$ cat src/rtl/matriz_pkg.sv
// rtl/matriz_pkg.sv - shared sizes, types and helpers for the 5x7 matrix scan driver
package matriz_pkg;

    localparam int N_ROWS  = 7;
    localparam int N_COLS  = 5;
    localparam int FRAME_W = N_ROWS * N_COLS;

    localparam logic [N_COLS-1:0] COL_OFF = 5'b11111;

    typedef logic [2:0] row_idx_t;

    function automatic logic [N_ROWS-1:0] row_onehot(input row_idx_t r);
        return 7'(1) << r;
    endfunction

    // Row 0 sits in the low bits of the frame; bit 4 of each slice is the leftmost column.
    function automatic logic [N_COLS-1:0] row_slice(input logic [FRAME_W-1:0] f, input row_idx_t r);
        return f[N_COLS*int'(r) +: N_COLS];
    endfunction

endpackage

$ cat src/rtl/divisor_frequencia.sv
// rtl/divisor_frequencia.sv - prescaler producing a one-cycle tick every DIV clocks
module divisor_frequencia #(
    parameter int DIV = 50000
) (
    input  logic clk,
    input  logic reset,
    output logic tick
);

    localparam int CW = (DIV > 1) ? $clog2(DIV) : 1;

    logic [CW-1:0] count;

    assign tick = (count == CW'(DIV - 1));

    always_ff @(posedge clk) begin
        if (reset) begin
            count <= '0;
        end else if (tick) begin
            count <= '0;
        end else begin
            count <= count + CW'(1);
        end
    end

endmodule

$ cat src/rtl/varredura_matriz_5x7.sv
// rtl/varredura_matriz_5x7.sv - double-buffered row scan for the 5x7 LED matrix (option: ROW_BLANK_EN)
module varredura_matriz_5x7
    import matriz_pkg::*;
#(
    parameter int DIV          = 50000,
    parameter int BLANK_CYCLES = 2
) (
    input  logic               clk,
    input  logic               reset,
    input  logic [FRAME_W-1:0] frame_in,
    input  logic               frame_valid,
    output logic               frame_ready,
    output logic [N_ROWS-1:0]  row_sel,
    output logic [N_COLS-1:0]  col_n,
    output logic               frame_start
);

    logic               tick;
    row_idx_t           row;
    row_idx_t           row_next;
    logic               wrap;
    logic               swap;
    logic [FRAME_W-1:0] active;
    logic [FRAME_W-1:0] shadow;
    logic [FRAME_W-1:0] active_next;
    logic               pending;
    logic [N_ROWS-1:0]  row_drv;
    logic [N_COLS-1:0]  col_drv;

    divisor_frequencia #(
        .DIV (DIV)
    ) u_divisor (
        .clk   (clk),
        .reset (reset),
        .tick  (tick)
    );

    assign wrap        = tick && (row == row_idx_t'(N_ROWS - 1));
    assign swap        = wrap && pending;
    assign row_next    = wrap ? '0 : row + 3'd1;
    assign active_next = swap ? shadow : active;
    assign frame_ready = !pending;

    always_ff @(posedge clk) begin
        if (reset) begin
            row         <= '0;
            active      <= '0;
            shadow      <= '0;
            pending     <= 1'b0;
            row_drv     <= row_onehot('0);
            col_drv     <= COL_OFF;
            frame_start <= 1'b0;
        end else begin
            frame_start <= wrap;
            if (tick) begin
                row     <= row_next;
                row_drv <= row_onehot(row_next);
                col_drv <= ~row_slice(active_next, row_next);
            end
            // Swap and accept are exclusive: a swap needs pending, which holds ready low.
            if (swap) begin
                active  <= shadow;
                pending <= 1'b0;
            end else if (frame_valid && !pending) begin
                shadow  <= frame_in;
                pending <= 1'b1;
            end
        end
    end

`ifdef ROW_BLANK_EN
    localparam int BW = (BLANK_CYCLES > 0) ? $clog2(BLANK_CYCLES + 1) : 1;

    logic [BW-1:0] blank_cnt;
    logic          blanking;

    assign blanking = (blank_cnt != '0);

    // Counts down the dark cycles at the head of each slot; the post-reset slot is not blanked.
    always_ff @(posedge clk) begin
        if (reset) begin
            blank_cnt <= '0;
        end else if (tick) begin
            blank_cnt <= BW'(BLANK_CYCLES);
        end else if (blanking) begin
            blank_cnt <= blank_cnt - BW'(1);
        end
    end

    assign row_sel = blanking ? '0 : row_drv;
    assign col_n   = blanking ? COL_OFF : col_drv;
`else
    assign row_sel = row_drv;
    assign col_n   = col_drv;
`endif

endmodule

$ cat config.mk
export PLATFORM = sky130hd
export DESIGN_NAME = varredura_matriz_5x7
export DESIGN_NICKNAME = d
export VERILOG_FILES = /design/src/rtl/matriz_pkg.sv /design/src/rtl/divisor_frequencia.sv /design/src/rtl/varredura_matriz_5x7.sv
export SDC_FILE = /design/constraint.sdc
export NUM_CORES = 1
export LEC_CHECK = 0
export CAP_MARGIN = 20
export CORE_MARGIN = 2
export CORE_UTILIZATION = 50
export DETAILED_ROUTE_END_ITERATION = 10
export GPL_TIMING_DRIVEN = 0
export MAX_ROUTING_LAYER = met4
export PLACE_DENSITY = 0.77
export SLEW_MARGIN = 15
export SYNTH_ARGS = -nofsm -noshare
export SYNTH_HDL_FRONTEND = slang
export SYNTH_SLANG_ARGS = --single-unit
$ cat constraint.sdc
create_clock -name clk -period 2.8 [get_ports clk]
set_clock_uncertainty 0.15 [all_clocks]
set_input_delay 0.7 -clock clk [delete_from_list [all_inputs] [get_ports clk]]
set_output_delay 0.7 -clock clk [all_outputs]
set_load 0.01 [all_outputs]
* Yosys cells after proc, flatten, opt, wreduce, memory -nomap -nowiden *
Cells that the tools add are included.
Widths: inputs -> output; s select.

storage, ports and cells
  register bits = 103
  bits of input ports = 38
  output and inout port bits = 14
  logic and storage cells = 26

cells by class
  add/sub/neg operators = 2
  multipliers = 1
  equal/unequal tests = 2
  shift operators = 2
  mux-type cells = 2
  bitwise operators = 2
  reductions and logical operators = 7

operators by type and width
  kind                   count
  $mux 35                1
  $shiftx 35x7->5        1
  $add 16x1->16 const B  1
  $eq 16x16->1 const B   1
  $shl 1x3->7 const A    1
  $mul 3x3->6 const A    1
  $not 5->5              1
  $reduce_or 2->1        2
  $add 3x1->3 const B    1
  $eq 3x3->1 const B     1
  $logic_and 1x1->1      3
  $mux 3                 1
  $reduce_and 2->1       1
  $logic_not 1->1        1
  $not 1->1              1

* Longest topological paths before layout *
Gate-level depths: netlist of the first run.

  depth after elaboration = 6
  gate-level depth with buffers = 9
  mapped depth without buffers = 7

* Hierarchy *
From an unflattened synthesis of the first run, not the netlist that was laid out.

second synthesis, totals
  cells, all modules = 507
  area, all modules = 4,154.0 um2

by module, submodules not included
  module                instances  cells each  area each (um2)  seq. area each (um2)
  varredura_matriz_5x7  1          426         3,443.3          1,741.7
  divisor_frequencia    1          81          710.7            320.3

* Worst setup path after synthesis of the first run *
OpenSTA, ideal clock, no wires.

  kind = register -> register
  start point = reg row[0]
  end point = reg col_drv[0] (netlist: col_n[0])
  setup time = 74 ps
  arrival = 2,416 ps
  data required time = 2,576 ps
  slack = 160 ps
  cell stages (with the launch flop) = 10
  path buffers = 2
  clock period less this slack = 2,640 ps
  cells stage by stage = dfxtp_1 -> clkbuf_1 -> inv_1 -> ha_1 -> buf_2 -> mux4_2 -> or2_2 -> o2111ai_1 -> o22ai_1 -> a31oi_1

between the ends
  cells in the longest elaborated chain, start to end = 6
  elaborated cells on any way between the ends = 9
  those cells by class = 1 x add/sub; 1 x mul; 1 x eq/ne; 1 x shift; 2 x mux; 1 x bitwise; 2 x reduce/logical

RTL lines
  item                                                                 RTL line                    RTL
  start, declared                                                      varredura_matriz_5x7.sv:19  row_idx_t row;
  start signal, assigned                                               varredura_matriz_5x7.sv:56  row <= row_next;
  parallel branches: the longest is 4 deep, another holds $mul 3x3->6  --
  $shiftx 35x7->5 *                                                    matriz_pkg.sv:18            return f[N_COLS*int'(r) +: N_COLS];
  $not 5->5 *                                                          varredura_matriz_5x7.sv:58  col_drv <= ~row_slice(active_next, row_next);
  end signal, assigned                                                 varredura_matriz_5x7.sv:58
  end, declared                                                        varredura_matriz_5x7.sv:28  logic [N_COLS-1:0] col_drv;

Every way passes the cells marked *.
A chain may end at the register's enable or synchronous reset.

* Worst setup path in the final report of the first run *
Ends and elaborated chain as after synthesis.

==> results.cfg, run 1 <==
[final_layout]
num-nets-final = 623
syn2layout_area_growth_pct = 20.4
seqCellArea_mm2 = 0.00207
multi_input_area_mm2 = 0.00204
antennaDiodeCount = 0
num-fill-cells = 740
drive_gt1_share_pct = 7.86
instances_no_fill = 690

[route]
drc = 0
drtIter0Drc = 268
num_vias = 3773
drt_first_pass_iters = 5
viasPerCell = 5.47
wl_per_cell_um = 14.6
routed_wl_um = 10100
antenna_left = 0

[placed_design]
dp_cells = 674
post-dp-hpwl_um = 7350
port_buffers = 51
pre_cts_ws_ns = -0.347
place_congestion = 0.919

[clock_network]
insertion_delay_ns = 0.39
cts_buffers = 9
ctsHtreeMaxLevel = 3
cts-root-buf = clkbuf_8
post-cts-setup-buffers = 0
cts.sinks = 103
cts_tree = yes
ctsHoldBuffers = 0
clk_path_buf_depth = 2
path_clk_slew_ns = 0.12

[critical_path]
r2r_start = row[0]
end_kind = flop
crit_chain = clkbuf_4, inv_1, ha_1, clkbuf_4, mux4_2, or2_2, o2111ai_1, o22ai_1, a31oi_1
crit_path_frequent_cell = clkbuf_4
worst_ep_required_time_ns = 2.96
cpPeakStageDelay_ns = 0.50
path_class = flop to flop
critPathMaxFanout = 10
critPathLaunchType = flop
cp.arrival_ns = 2.84
crit_buf_inv = 3
crit_start = row[0]
path_delay_family = buffers and inverters
crit_slowest_cell = mux4_2
rrSetupSlack_ns = 0.12

[global_route]
antenna_found_initial = 0
grt_pass1_vias = 3582
grt_pass1_wl_um = 16700
grt_use_total_pct = 24.0
grt_max_degree = 21
grt_overflow = 0

[power_and_ir_drop]
p_int_mw = 2.01
p_clk_share_pct = 37.7
peakVddDrop_v = 0.000386
fin_total_pwr_mw = 2.69
p_sw_mw = 0.678
power_density_mw_per_mm2 = 524
leakagePower_nw = 1.78
switching_share_pct = 25.2
combinationalPowerShare_pct = 5.9
seq_power_share_pct = 56.4

[synthesis]
synthTopCellsByCount = nand2_1, dfxtp_1, a21oi_1
synth_top_area_share_pct = 48.3
ys_seq_area_share_pct = 48.3
synth.area.top_cells = dfxtp_1, nand2_1, a21oi_1, mux4_2, clkbuf_1
synth_nets = 561
yosysMostFrequentCell = nand2_1
ys_async_sr_fraction_pct = 0
synth_edf_count = 0
synth_area_per_cell_um2 = 8.24
ys_types = 42
post-synth-top-area-cell = dfxtp_1
synth_flop_cell = dfxtp_1
yosysWarnings = 0
netlist_area_mm2 = 0.00427
syn_inst = 518
ys_ff_latch = 103

[hold_path]
hold_path.class = flop to flop
hold_path.startpoint = active[22]

[sta]
layout_min_cycle_time_ns = 2.68
setup_ws_ns = 0.119
setup_viol = 0
drv_slew = 0
tightest_slew_ns = 0.650
rsz0062_at_grt = false
finalCritPeriodShare_pct = 95.7
max_freq_mhz = 373
hold_violations = 0
slew_headroom_pct = 56.3

[run]
cap_violations = 0

[run_status]
status = finished clean

[die]
die_h_um = 96.4
std_cell_rows = 33
initial_core_util_pct = 51.7
die_area_mm2 = 0.00930
dieWidth_um = 96.4
core-area_mm2 = 0.00826
pin_count = 52
-- flip-flops by register name, summed over array words and instances (netlist names) --
signal	flops
pending	1
u_divisor.count	16
row	3
shadow	35
frame_start	1
active	35
col_n	5
row_sel	7
-- path summary, 6_finish.rpt --
path	endpoint	cells after the start
max	col_n[0]	9
min	active[22]	2
max reg2reg	col_n[0]	9
min reg2reg	active[22]	2
-- timing repair --
item	CTS	global route
endpoints found under the hold margin	0	0
gates resized for setup	3	2
endpoints found under the setup margin	32	3
pin swaps	0	0
-- cell usage in the layout, fill, tap and decap left out, types with 6 or more instances in the layout --
master / instances
nor4_1: 6
nand2_1: 157
xor2_1: 9
nor2_1: 20
dfxtp_1: 102
o2111ai_1: 7
clkbuf_1: 20
buf_2: 6
clkbuf_8: 9
a21oi_1: 80
o21ai_0: 8
clkdlybuf4s50_1: 51
nor3_1: 9
and4_1: 6
nor2b_1: 8
nand3_1: 6
-- power by group through the flow --
stage | registers [mW] | clock network (mW) | logic, mW
6_report | 1.52 | 1.01 | 0.159
3_3_place_gp | 1.55 | 0 | 0.154
3_5_place_dp | 1.55 | 0 | 0.160
4_1_cts | 1.52 | 1.03 | 0.160
2_1_floorplan | 1.55 | 0 | 0.0789
5_1_grt | 1.52 | 1.09 | 0.178
-- cells by family (layout without fill, tap and decap cells) --
family	count (synthesis)	in the layout	synth area share (%)
xor+xnor	14	14	2.87
mux	5	5	2.64
buf+inv	37	104	4.01
flops	103	103	48.3
compound gates	116	116	15.2
simple gates	238	238	25.5
fa+ha+maj	5	5	1.46
-- routing by layer --
layer | up-vias | GRT usage, % | wire (um)
met1 | 1733 | 29.3 | 4430
li1 | 1891 | - | -
met3 | 29 | 5.20 | 600
met2 | 120 | 39.3 | 4790
met4 | 0 | 8.69 | 261
met5 | - | - | 0
-- worst register-to-register path, cell delays in order (launching register included) --
cell	delay [ns]
dfxtp_4	0.42
clkbuf_4	0.23
inv_1	0.12
ha_1	0.29
clkbuf_4	0.22
mux4_2	0.50
or2_2	0.28
o2111ai_1	0.13
o22ai_1	0.12
a31oi_1	0.15
-- metrics by stage --
stage	area [um^2]	hold WS [ns]	util (%)	TNS [ns]
global route	5140	0.332	62.3	0
detailed placement	4910	0.293	59.5	-1.49
floorplan	4270	0.276	-	0
finish	5140	0.305	62.3	0
global placement	4910	0.289	59.5	-1.12
CTS	5140	0.307	62.2	0
-- area by class of cell --
class | instances | area share [%]
timing repair buffer | 51 | 9.93
multi-input combinational | 378 | 39.6
clock buffer | 9 | 2.41
buffer | 33 | 3.16
tap | 105 | 2.56
clock inverter | 7 | 1.85
sequential | 103 | 40.2
inverter | 4 | 0.292
(Power assumes the default switching activity.)
==> run 2: changes to the inputs <==
--- a/config.mk
+++ b/config.mk
@@ -10,8 +10,8 @@
 export CORE_UTILIZATION = 50
 export DETAILED_ROUTE_END_ITERATION = 10
 export GPL_TIMING_DRIVEN = 0
-export MAX_ROUTING_LAYER = met4
 export PLACE_DENSITY = 0.77
+export REMOVE_ABC_BUFFERS = 1
 export SLEW_MARGIN = 15
 export SYNTH_ARGS = -nofsm -noshare
 export SYNTH_HDL_FRONTEND = slang
==> run 2 against run 1 <==
  * Clock power fell by 11%
  * Sequential share of layout area rose by 0.74 points
  * Hold slack improved by 0.00066 ns
  * Final cell count fell by 3.6%
  * Via count fell by 4.2%
  * Sequential cell count did not move
  * Non-clock buffer count fell by 25
  * Routed wire length fell by 12%
  * Setup slack improved by 0.11 ns
  * Largest cell class unchanged
==> results.cfg, run 2 (same netlist as run 1, synthesis figures left out) <==
[clock_network]
cts.sinks = 103
clk_path_buf_depth = 2
path_clk_slew_ns = 0.10
insertion_delay_ns = 0.39
cts_tree = yes
ctsHtreeMaxLevel = 3
cts_buffers = 9
cts-root-buf = clkbuf_8
ctsHoldBuffers = 0

[hold_path]
hold_path.class = flop to flop

[die]
core-area_mm2 = 0.00826
die_area_mm2 = 0.00930
pin_count = 52
initial_core_util_pct = 51.7
std_cell_rows = 33
die_h_um = 96.4
dieWidth_um = 96.4

[sta]
max_freq_mhz = 389
finalCritPeriodShare_pct = 91.8
slew_headroom_pct = 44.3
rsz0062_at_grt = false
setup_viol = 0
hold_violations = 0
layout_min_cycle_time_ns = 2.57
setup_ws_ns = 0.228
drv_slew = 0
tightest_slew_ns = 0.836

[run]
cap_violations = 0

[critical_path]
path_class = flop to flop
cp.arrival_ns = 2.73
end_kind = flop
critPathLaunchType = flop
critPathMaxFanout = 19
worst_ep_required_time_ns = 2.96

[placed_design]
placed_area_mm2 = 0.00479
port_buffers = 51
place_congestion = 0.824
pre_cts_ws_ns = -0.468
post-dp-hpwl_um = 5910

[power_and_ir_drop]
power_density_mw_per_mm2 = 507
leakagePower_nw = 1.74
fin_total_pwr_mw = 2.56
peakVddDrop_v = 0.000360

[final_layout]
antennaDiodeCount = 0
postLayoutCellArea_mm2 = 0.00505
num-nets-final = 598
reg_top3 = active x35, shadow x35, u_divisor.count x16
multi_input_area_mm2 = 0.00206
seqCellArea_mm2 = 0.00207
mostFrequentLayoutCell = nand2_1
num-fill-cells = 733
final_cell_mix = nand2_1, dfxtp_1, a21oi_1, clkdlybuf4s50_1, nor2_1
syn2layout_area_growth_pct = 18.2
drive_gt1_share_pct = 7.86

[global_route]
grt_pass1_vias = 3264
grt_overflow = 0
grt_max_degree = 87
grt_pass1_wl_um = 14600
antenna_found_initial = 0
grt_use_total_pct = 20.2

[route]
antenna_left = 0
drt_first_pass_iters = 4
num_vias = 3614
viasPerCell = 5.43
drc = 0
drtIter0Drc = 178
wl_per_cell_um = 13.4
routed_wl_um = 8910

[run_status]
status = finished clean
==> run 2: metal layers <==
layer	vias up	track usage [%]	wire length [um]
met2	86	33.4	4300
met4	0	9.04	187
met3	22	5.35	430
met5	-	0	0
met1	1670	24.6	4000
li1	1836	-	-
==> run 2: worst max-delay path: stages (launching register included) <==
cell	delay [ns]
dfxtp_4	0.49
inv_1	0.17
ha_4	0.44
mux4_2	0.54
or2_2	0.29
o2111ai_1	0.16
o22ai_1	0.10
a31oi_1	0.15
==> run 2: layout make-up <==
type,count,area share (%)
sequential,103,40.9
clock inverter,6,1.21
timing repair buffer,59,11.5
tap,105,2.60
inverter,4,0.297
multi-input combinational,378,40.9
clock buffer,10,2.53
==> run 2: what timing repair did <==
item	in CTS	in global routing
gates resized for setup	3	2
setup endpoints to repair	5	39
pin swaps	0	2
setup buffers	0	6
==> run 2: where the power goes <==
part	leakage, nW	total (mW)	switching [mW]	internal [mW]
logic	0.808	0.149	0.0756	0.0736
registers	0.837	1.52	0.0218	1.50
clock network	0.0926	0.894	0.547	0.347
total	1.74	2.56	0.644	1.92
==> run 2: worst paths after layout <==
check / from / end / slack (ns) / cells after the start
setup / recovery: row[0] / col_n[1] / 0.23 / 7
hold / removal: active[7] / active[7] / 0.31 / 2
setup reg to reg: row[0] / col_n[1] / 0.23 / 7
hold reg to reg: active[7] / active[7] / 0.31 / 2
==> run 2: through the flow <==
stage               hold WS, ns  setup TNS [ns]  instances  util (%)
finish                    0.306               0        665      61.1
detailed placement        0.295           -1.82        643      58.0
CTS                       0.309               0        659      60.5
global placement          0.285          -99.00        641      57.6
global route              0.321               0        665      61.1
floorplan                 0.272               0        485         -
